--- config.mk ---
export PLATFORM = sky130hd
export DESIGN_NAME = toast_mem_stage
export DESIGN_NICKNAME = d
export VERILOG_FILES = /design/src/rtl/toast_mem_stage_pkg.sv /design/src/rtl/toast_mem_align.sv /design/src/rtl/toast_mem_stage.sv
export SDC_FILE = /design/constraint.sdc
export NUM_CORES = 1
export LEC_CHECK = 0
export BUFFER_PORTS_ARGS = -buffer_cell sky130_fd_sc_hd__buf_2
export CAP_MARGIN = 20
export CORE_ASPECT_RATIO = 0.9
export CORE_MARGIN = 3
export CORE_UTILIZATION = 30
export CTS_BUF_LIST = sky130_fd_sc_hd__clkbuf_16
export CTS_CLUSTER_DIAMETER = 100
export DETAILED_ROUTE_END_ITERATION = 10
export GPL_ROUTABILITY_DRIVEN = 0
export PLACE_DENSITY = 0.57
export SETUP_SLACK_MARGIN = 0.05
export SYNTH_ARGS = -nofsm -noshare
export SYNTH_HDL_FRONTEND = slang
export SYNTH_HIERARCHICAL = 1
export SYNTH_SLANG_ARGS = --single-unit
--- constraint.sdc ---
create_clock -name clk_i -period 2.95 [get_ports clk_i]
set_input_delay 0.59 -clock clk_i [delete_from_list [all_inputs] [get_ports clk_i]]
set_output_delay 0.59 -clock clk_i [all_outputs]
set_load 0.02 [all_outputs]
--- src/rtl/toast_mem_stage_pkg.sv ---
// toast_mem_stage_pkg: shared mem_op codes, MEM FSM states and op legality helper
package toast_mem_stage_pkg;
   localparam logic [3:0] OP_LB  = 4'b0000;
   localparam logic [3:0] OP_LH  = 4'b0001;
   localparam logic [3:0] OP_LW  = 4'b0010;
   localparam logic [3:0] OP_LBU = 4'b0100;
   localparam logic [3:0] OP_LHU = 4'b0101;
   localparam logic [3:0] OP_SB  = 4'b1000;
   localparam logic [3:0] OP_SH  = 4'b1001;
   localparam logic [3:0] OP_SW  = 4'b1010;
   typedef enum logic {IDLE, WAIT} state_t;
   function automatic logic op_legal(input logic [3:0] op);
      return op inside {OP_LB, OP_LH, OP_LW, OP_LBU, OP_LHU, OP_SB, OP_SH, OP_SW};
   endfunction
endpackage

--- src/rtl/toast_mem_align.sv ---
// toast_mem_align: byte-lane steering, load extension and misalignment detection
module toast_mem_align
   import toast_mem_stage_pkg::*;
(
   input  logic [3:0]  op,
   input  logic [1:0]  addr_lo,
   input  logic [31:0] st_data,
   input  logic [31:0] rdata,
   output logic [3:0]  be,
   output logic [31:0] wdata,
   output logic [31:0] ld_data,
   output logic        misaligned
);
   logic [7:0]  byte_sel;
   logic [15:0] half_sel;
   logic        sx;
   assign byte_sel   = rdata[{addr_lo, 3'b000} +: 8];
   assign half_sel   = addr_lo[1] ? rdata[31:16] : rdata[15:0];
   assign sx         = !op[2];
   assign misaligned = (op[1:0] == 2'b01 && addr_lo[0]) || (op[1:0] == 2'b10 && addr_lo != 2'b00);
   assign be         = op[1:0] == 2'b00 ? 4'b0001 << addr_lo :
                       op[1:0] == 2'b01 ? 4'b0011 << addr_lo : 4'b1111;
   assign wdata      = op[1:0] == 2'b00 ? {4{st_data[7:0]}} :
                       op[1:0] == 2'b01 ? {2{st_data[15:0]}} : st_data;
   assign ld_data    = op[1:0] == 2'b00 ? {{24{sx & byte_sel[7]}}, byte_sel} :
                       op[1:0] == 2'b01 ? {{16{sx & half_sel[15]}}, half_sel} : rdata;
endmodule

--- src/rtl/toast_mem_stage.sv ---
// toast_mem_stage: RV32I MEM stage with single-outstanding dmem bus, timeout and MEM/WB register
module toast_mem_stage
   import toast_mem_stage_pkg::*;
#(
   parameter int unsigned TIMEOUT_CYCLES = 255
)(
   input  logic        clk_i,
   input  logic        resetn_i,
   input  logic        EX_mem_wr_en_i,
   input  logic        EX_mem_rd_en_i,
   input  logic [3:0]  EX_mem_op_i,
   input  logic [31:0] EX_rs2_data_i,
   input  logic [4:0]  EX_rs2_addr_i,
   input  logic [31:0] EX_alu_result_i,
   input  logic        EX_memtoreg_i,
   input  logic        EX_rd_wr_en_i,
   input  logic [4:0]  EX_rd_addr_i,
   input  logic        EX_exception_i,
   input  logic        WB_rd_wr_en_i,
   input  logic [4:0]  WB_rd_addr_i,
   input  logic [31:0] WB_rd_wr_data_i,
   output logic        dmem_req_o,
   output logic        dmem_we_o,
   output logic [31:0] dmem_addr_o,
   output logic [3:0]  dmem_be_o,
   output logic [31:0] dmem_wdata_o,
   input  logic        dmem_ack_i,
   input  logic [31:0] dmem_rdata_i,
   output logic        MEM_stall_o,
   output logic        MEM_rd_wr_en_o,
   output logic        MEM_memtoreg_o,
   output logic [4:0]  MEM_rd_addr_o,
   output logic [31:0] MEM_alu_result_o,
   output logic [31:0] MEM_load_data_o,
   output logic        MEM_exception_o
);
   state_t      state_q, state_d;
   logic [15:0] timer_q, timer_d;
   logic [31:0] st_q, st_fwd, st_data, ld_data;
   logic        rw, misaligned, access, err, done, timeout, fwd;
   assign rw      = EX_mem_wr_en_i | EX_mem_rd_en_i;
   assign access  = rw & !EX_exception_i & op_legal(EX_mem_op_i) & !misaligned;
   assign err     = rw & !EX_exception_i & (!op_legal(EX_mem_op_i) | misaligned);
   assign fwd     = WB_rd_wr_en_i && WB_rd_addr_i != 5'd0 && WB_rd_addr_i == EX_rs2_addr_i;
   assign st_fwd  = fwd ? WB_rd_wr_data_i : EX_rs2_data_i;
   // WB moves on while we wait, so the store data seen at issue is held
   assign st_data = state_q == WAIT ? st_q : st_fwd;
   toast_mem_align u_align (
      .op         (EX_mem_op_i),
      .addr_lo    (EX_alu_result_i[1:0]),
      .st_data    (st_data),
      .rdata      (dmem_rdata_i),
      .be         (dmem_be_o),
      .wdata      (dmem_wdata_o),
      .ld_data    (ld_data),
      .misaligned (misaligned)
   );
   assign dmem_we_o   = EX_mem_wr_en_i;
   assign dmem_addr_o = {EX_alu_result_i[31:2], 2'b00};
   assign done        = dmem_req_o & dmem_ack_i;
   assign MEM_stall_o = dmem_req_o & !dmem_ack_i;
   always_comb begin
      state_d    = state_q;
      timer_d    = timer_q;
      timeout    = 1'b0;
      dmem_req_o = 1'b0;
      if (state_q == IDLE) begin
         dmem_req_o = resetn_i & access;
         if (dmem_req_o && !dmem_ack_i) begin
            state_d = WAIT;
            timer_d = '0;
         end
      end else begin
         timeout    = timer_q == 16'(TIMEOUT_CYCLES - 1);
         dmem_req_o = resetn_i & !timeout;
         timer_d    = timer_q + 16'd1;
         if (timeout || dmem_ack_i) state_d = IDLE;
      end
   end
   always_ff @(posedge clk_i or negedge resetn_i) begin
      if (!resetn_i) begin
         state_q          <= IDLE;
         timer_q          <= '0;
         st_q             <= '0;
         MEM_rd_wr_en_o   <= 1'b0;
         MEM_memtoreg_o   <= 1'b0;
         MEM_rd_addr_o    <= '0;
         MEM_alu_result_o <= '0;
         MEM_load_data_o  <= '0;
         MEM_exception_o  <= 1'b0;
      end else begin
         state_q          <= state_d;
         timer_q          <= timer_d;
         if (state_q == IDLE) st_q <= st_fwd;
         MEM_rd_wr_en_o   <= !MEM_stall_o & !(err | timeout) & EX_rd_wr_en_i & !EX_exception_i;
         MEM_memtoreg_o   <= !MEM_stall_o & !(err | timeout) & EX_memtoreg_i;
         MEM_exception_o  <= !MEM_stall_o & (err | timeout | EX_exception_i);
         MEM_rd_addr_o    <= MEM_stall_o ? '0 : EX_rd_addr_i;
         MEM_alu_result_o <= MEM_stall_o ? '0 : EX_alu_result_i;
         MEM_load_data_o  <= (done & EX_mem_rd_en_i) ? ld_data : '0;
      end
   end
endmodule

==> impl_metrics.csv, run 1 <==
group,metric,value,unit
status,outcome,"complete, no violations",
layout,area_delta_synth_final,44.4,%
power_and_ir_drop,ir_drop,0.283,mV
grt,globalRouteOverflowTotal,0,
setup_path,critPathKind,"input pin to output port",
die,die_w,164,um
synth,netlist_top_cells_count,"dfrtp_1, nand2_1, clkbuf_1, buf_4, and2_1",
synth,synthArstFlopShare,1.00,
grt,antenna_found_initial,3,
synth,yosys_register_bits,121,
grt,grt_max_degree,68,
setup_path,crit_buf_inv,3,
setup_path,crit_family,"compound AO/OA/AOI/OAI gates",
grt,track_usage,0.192,
route,via_count,6354,
die,dieArea,0.0242,mm2
layout,nNetsFinal,1092,
sta,maxSlewViolCount,0,
synth,synthCells,665,
synth,netlist_area,0.00671,mm2
synth,synth_top_area_cell,"dfrtp_1",
sta,fin_setup_tns,0,ns
grt,grt_pass1_vias,6233,
clocking,worstSkewPairLatency,0.42,ns
setup_path,reg2reg_to,"MEM_rd_addr_o[3]",
die,rows,51,
route,dr.pass1.iters,5,
layout,drive_gt1_frac,0.497,
setup_path,critical_path.max_fanout,30,
worst_hold_path,min_path_type,"input pin to asynchronous set/reset pin",
die,die_y,148,um
sta,hold_violations,0,
layout,final_area,0.00970,mm2
power_and_ir_drop,power.density,542,mW/mm2
setup_path,worstReg2RegStart,"timer_q[13]",
synth,yosysSeqAreaShare,0.451,
synth,avgSynthCellArea,10.1,um2
synth,synth-simple-area-share,0.173,
clocking,cts_tree,"yes",
sta,relSlewSlack,0.460,
synth,yosys-top-cells-area,"dfrtp_1, buf_4, and2_1, a2bb2oi_1, o31ai_1",
die,io_pins,299,
clocking,cts_htree_levels,4,
setup_path,cp-end-kind,"output port",
setup_path,cp-start-kind,"input pin",
route,avgViaCountPerCell,5.14,
clocking,cts_buffer_depth,2,
clocking,cts_root_buf,"clkbuf_16",
clocking,cts_buffers,17,
synth,synth-xor-area-share,0.00913,
synth,synthMuxAreaShare,0.0451,
sta,setup_viol,0,
clocking,clock_sink_count,121,
power_and_ir_drop,leakagePower,4.64,nW
grt,grt_pass1_wl,35.8,mm
synth,synth_compound_area_frac,0.216,
route,drt_wl_total,24.4,mm
route,dr.first_iter.drc_count,400,
sta,max_freq,343,MHz
sta,tightest_slew,0.807,ns
synth,synth_edf_count,0,
synth,yosysWarnings,6,
route,antenna_left,0,
synth,synthDistinctLibCells,60,
setup_path,critPathArrivalTime,2.32,ns
die,fp.coreArea,0.0218,mm2
route,drc_errors,0,
route,wl_per_cell,19.7,um
placement,placed_area,0.00849,mm2
setup_path,crit_path_top_delay_cell,"and3_2",
placement,dp_hpwl,16.8,mm
setup_path,ff2ff_setup_slack,0.72,ns
die,initial_core_util,0.308,
clocking,path_clk_slew,0.06,ns
synth,synth.top_cell.area_share,0.451,
layout,nFillCells,2129,
setup_path,worst-endpoint-required,2.36,ns
synth,synth_top_family_by_area,"compound AO/OA/AOI/OAI gates",
flow_run,drv_cap,0,
setup_path,crit_chain,"buf_2 > xnor2_2 > and3_2 > buf_12 > a41oi_1 > a2bb2oi_2 > mux2i_1 > o21ai_1 > buf_4",
setup_path,critPathMaxStageDelay,0.27,ns
sta,period_share,0.987,
power_and_ir_drop,total_power,5.26,mW
synth,synth_adder_area_share,0.0112,
placement,port_buffers,296,
setup_path,reg2reg_depth,5,
sta,clock_skew,0.00629,ns
sta,rsz0062_at_grt,"yes",
synth,synthFlopType,"dfrtp_1",
synth,synth.most_common_cell,"dfrtp_1",
sta,fin_crit,2.91,ns
[through the flow]
step | utilization | std cells | hold WS, ns | setup WS (ns)
3_5_place_dp | 0.389 | 1197 | 0.454 | -0.0383
4_1_cts | 0.420 | 1231 | 0.208 | 0.0455
3_3_place_gp | 0.389 | 1197 | 0.454 | -0.0231
2_1_floorplan | - | 666 | 0.294 | 0.0205
5_1_grt | 0.444 | 1235 | 0.219 | -0.0575
6_report | 0.444 | 1235 | 0.201 | 0.0375
[worst max path at each step]
stage | from | to | slack, ns | cells past startpoint
after global placement | WB_rd_addr_i[0] | dmem_wdata_o[28] | -0.02 | 10
final | WB_rd_addr_i[0] | dmem_wdata_o[25] | 0.04 | 9
after global routing | WB_rd_addr_i[0] | dmem_wdata_o[25] | -0.06 | 9
after floorplan | WB_rd_addr_i[2] | dmem_wdata_o[28] | 0.02 | 8
after detailed placement | WB_rd_addr_i[0] | dmem_wdata_o[28] | -0.04 | 10
after CTS | timer_q[13] | dmem_req_o | 0.05 | 5
[where the power goes]
part | switching [mW] | internal, mW | leakage, nW
Sequential | 0.108 | 1.79 | 1.51
Combinational | 0.693 | 0.529 | 2.84
Clock | 0.876 | 1.26 | 0.286
[metal layers]
metal	up-vias	share of wire	routed length, um	GRT usage
li1	2981	-	-	-
met1	3074	0.44	10800	0.262
met2	256	0.46	11300	0.295
met3	39	0.067	1630	0.0499
met4	4	0.024	595	0.0638
met5	-	0.00086	21	0
[state kept, by name, summed over array words and instances (netlist names)]
name / flops
MEM_alu_result_o: 32
MEM_exception_o: 1
MEM_load_data_o: 32
MEM_memtoreg_o: 1
MEM_rd_addr_o: 5
MEM_rd_wr_en_o: 1
st_q: 32
state_q: 1
timer_q: 16
[timing repair]
action,CTS,global route
gates resized for setup,10,85
pin swaps,4,27
hold buffers,2,0
buffers inserted,0,1
setup endpoints to repair,13,28
gates cloned,0,2
endpoints found under the hold margin,3,0
[cells in the final DEF (no fill, tap or decap), types with 4 or more instances in the layout]
cell / n
a21oi_1: 11
a221o_1: 10
a22oi_1: 8
a2bb2oi_1: 10
a2bb2oi_2: 19
a31oi_1: 7
a41oi_1: 12
a41oi_2: 15
and2_1: 41
and3_1: 37
buf_12: 12
buf_2: 281
buf_4: 44
buf_6: 5
clkbuf_16: 19
dfrtp_1: 118
ha_1: 6
inv_1: 9
inv_6: 4
mux2_2: 16
mux2i_1: 10
nand2_1: 59
nand2b_1: 5
nand3_1: 5
nand4_1: 12
nor2_1: 8
nor2b_1: 4
nor3_1: 4
nor4bb_1: 7
o211ai_1: 8
o21ai_0: 10
o21ai_1: 8
o2bb2ai_1: 8
o311ai_0: 4
o31ai_1: 21
o31ai_2: 5
o31ai_4: 7
xnor2_2: 4
[cells by family after synthesis]
kind of cell	Yosys count
AO/OA/AOI/OAI	185
AND/OR/NAND/NOR	205
flip-flops	121
XOR/XNOR	7
other	1
buffers and inverters	113
multiplexers	27
adder cells (fa/ha/maj)	6
[area by class of cell]
cell class / instances / area (um2) / area share
antenna: 1 / 2.50 / 0.000258
multi-input combinational: 432 / 3540 / 0.366
timing repair buffer: 348 / 2130 / 0.219
tap: 291 / 364 / 0.0375
inverter: 10 / 37.5 / 0.00387
sequential: 121 / 3030 / 0.313
clock inverter: 15 / 166 / 0.0172
clock buffer: 17 / 425 / 0.0439
Power figures use the tool's default switching activity.
==> run 2: changes to the inputs <==
Settings changed: CELL_PAD_IN_SITES_DETAIL_PLACEMENT set to 0, CELL_PAD_IN_SITES_GLOBAL_PLACEMENT set to 1, HOLD_SLACK_MARGIN set to 0.05, PLACE_DENSITY 0.57 to 0.73.
==> impl_metrics.csv, run 2 (same netlist as run 1, synthesis figures left out) <==
group,metric,value,unit
die,dieArea,0.0242,mm2
setup_path,cp-endpoint,"dmem_wdata_o[16]",
setup_path,cp_num_cells,9,
sta,fin_crit,2.95,ns
clocking,cts_tree,"yes",
worst_hold_path,min_path_type,"input pin to flip-flop",
sta,hold_violations,0,
clocking,cts_root_buf,"clkbuf_16",
sta,hold_ws,0.382,ns
clocking,worstSkewPairLatency,0.42,ns
route,antenna_left,0,
layout,layout.cells.non_filler,1244,
setup_path,reg2reg_depth,5,
layout,nNetsFinal,1100,
grt,grt_pass1_wl,35.1,mm
sta,fin_setup_tns,-0.00493,ns
clocking,cts_htree_levels,4,
die,initial_core_util,0.308,
power_and_ir_drop,power.density,539,mW/mm2
grt,track_usage,0.187,
setup_path,crit_family,"buffers and inverters",
sta,setup_viol,1,
power_and_ir_drop,ir_drop,0.230,mV
route,avgViaCountPerCell,5.09,
clocking,cts_buffers,17,
route,via_count,6329,
sta,clock_skew,0.00714,ns
layout,layout_common_cells,"buf_2, dfrtp_1, nand2_1, buf_4, and2_1",
layout,drive_gt1_frac,0.476,
sta,fin_ws,-0.00493,ns
layout,area_delta_synth_final,41.0,%
setup_path,worst-endpoint-required,2.36,ns
layout,final_common_cell,"buf_2",
setup_path,worstReg2RegStart,"timer_q[13]",
sta,tightest_slew,0.679,ns
grt,antenna_found_initial,3,
setup_path,critPathKind,"input pin to output port",
status,outcome,"finished with violations",
power_and_ir_drop,leakagePower,4.60,nW
die,die_w,164,um
setup_path,critPathMaxStageDelay,0.33,ns
clocking,clock_sink_count,121,
route,wl_per_cell,19.3,um
status,violations,"setup timing",
setup_path,ff2ff_setup_slack,0.77,ns
placement,dp_cells,1198,
die,rows,51,
route,drt_wl_total,24.0,mm
clocking,path_clk_slew,0.06,ns
sta,max_freq,338,MHz
sta,rsz0062_at_grt,"yes",
grt,grt_max_degree,55,
setup_path,crit_chain,"buf_6 > xnor2_1 > nand3_2 > buf_12 > o31ai_1 > a2bb2oi_2 > buf_4 > mux2_2 > buf_2",
route,dr.first_iter.drc_count,390,
sta,period_share,1.00,
setup_path,startpoint,"WB_rd_addr_i[1]",
setup_path,crit_path_top_delay_cell,"o31ai_1",
sta,maxSlewViolCount,0,
grt,globalRouteOverflowTotal,0,
placement,dp_hpwl,17.1,mm
die,fp.coreArea,0.0218,mm2
setup_path,reg2reg_to,"MEM_rd_addr_o[0]",
layout,reg.largest.list,"MEM_alu_result_o: 32 flops, MEM_load_data_o: 32 flops, st_q: 32 flops",
route,dr.pass1.iters,5,
flow_run,drv_cap,0,
setup_path,cp-end-kind,"output port",
sta,relSlewSlack,0.547,
die,io_pins,299,
route,drc_errors,0,
layout,post-route-util,0.434,
power_and_ir_drop,total_power,5.10,mW
grt,grt_pass1_vias,6175,
placement,port_buffers,296,
setup_path,critPathArrivalTime,2.36,ns
setup_path,cp-start-kind,"input pin",
die,die_y,148,um
clocking,cts_buffer_depth,2,
setup_path,crit_buf_inv,4,
setup_path,critical_path.max_fanout,31,
-- run 2: cell types whose count changed in the layout (fill, tap and decap cells not counted), moves of 6 or more --
cell	delta
a41oi_1	+13
a41oi_2	-12
buf_12	-6
buf_4	+14
o31ai_1	+6
-- run 2: metal layers --
| layer | part of all wire | vias up | GRT usage |
|---|---|---|---|
| met5 | 0.00054 | - | 0 |
| met4 | 0.014 | 2 | 0.0478 |
| met3 | 0.074 | 27 | 0.0431 |
| met2 | 0.47 | 288 | 0.301 |
| met1 | 0.44 | 3019 | 0.255 |
| li1 | - | 2993 | - |
-- run 2: area by class of cell --
type / instances / area, um2
fill: 2191 / 12400
multi-input combinational: 433 / 3370
sequential: 121 / 3030
timing repair buffer: 355 / 2080
clock buffer: 17 / 425
tap: 291 / 364
clock inverter: 15 / 143
inverter: 10 / 40.0
antenna: 2 / 5.00
-- run 2: worst reg2reg max path: stages, from the launching register on --
cell and delay, ns:
dfrtp_1 0.45, or4_1 0.60, nor4_4 0.34, a211o_1 0.19, buf_4 0.30, and2_1 0.22
-- run 2: repair_timing --
item                                    in CTS  in global routing
resized for setup                            9                 59
cloned                                       0                  2
endpoints found under the hold margin        7                  0
hold buffers                                 1                  0
endpoints found under the setup margin      24                 27
buffers inserted                             2                  7
pin swaps                                    4                 16
-- run 2: through the flow --
stage | cell area, um2 | setup slack [ns]
finish | 9470 | -0.00493
global route | 9470 | -0.118
CTS | 9070 | 0.0324
detailed placement | 8420 | -0.124
global placement | 8420 | -0.0772
floorplan | 6720 | 0.0205
-- run 2: power by group --
group | switching (mW) | total, mW | internal [mW]
Clock | 0.857 | 2.03 | 1.17
Sequential | 0.113 | 1.90 | 1.79
Combinational | 0.663 | 1.17 | 0.503
-- run 2: worst min-delay path by stage --
| stage | from | to | slack, ns | cells after the start |
|---|---|---|---|---|
| global route | EX_rd_addr_i[4] | MEM_rd_addr_o[4] | 0.35 | 2 |
| finish | dmem_ack_i | state_q | 0.38 | 2 |
| global placement | resetn_i | timer_q[10] | 0.41 | 1 |
| CTS | EX_rd_addr_i[4] | MEM_rd_addr_o[4] | 0.36 | 2 |
| floorplan | resetn_i | MEM_alu_result_o[0] | 0.29 | 0 |
| detailed placement | resetn_i | timer_q[10] | 0.41 | 1 |
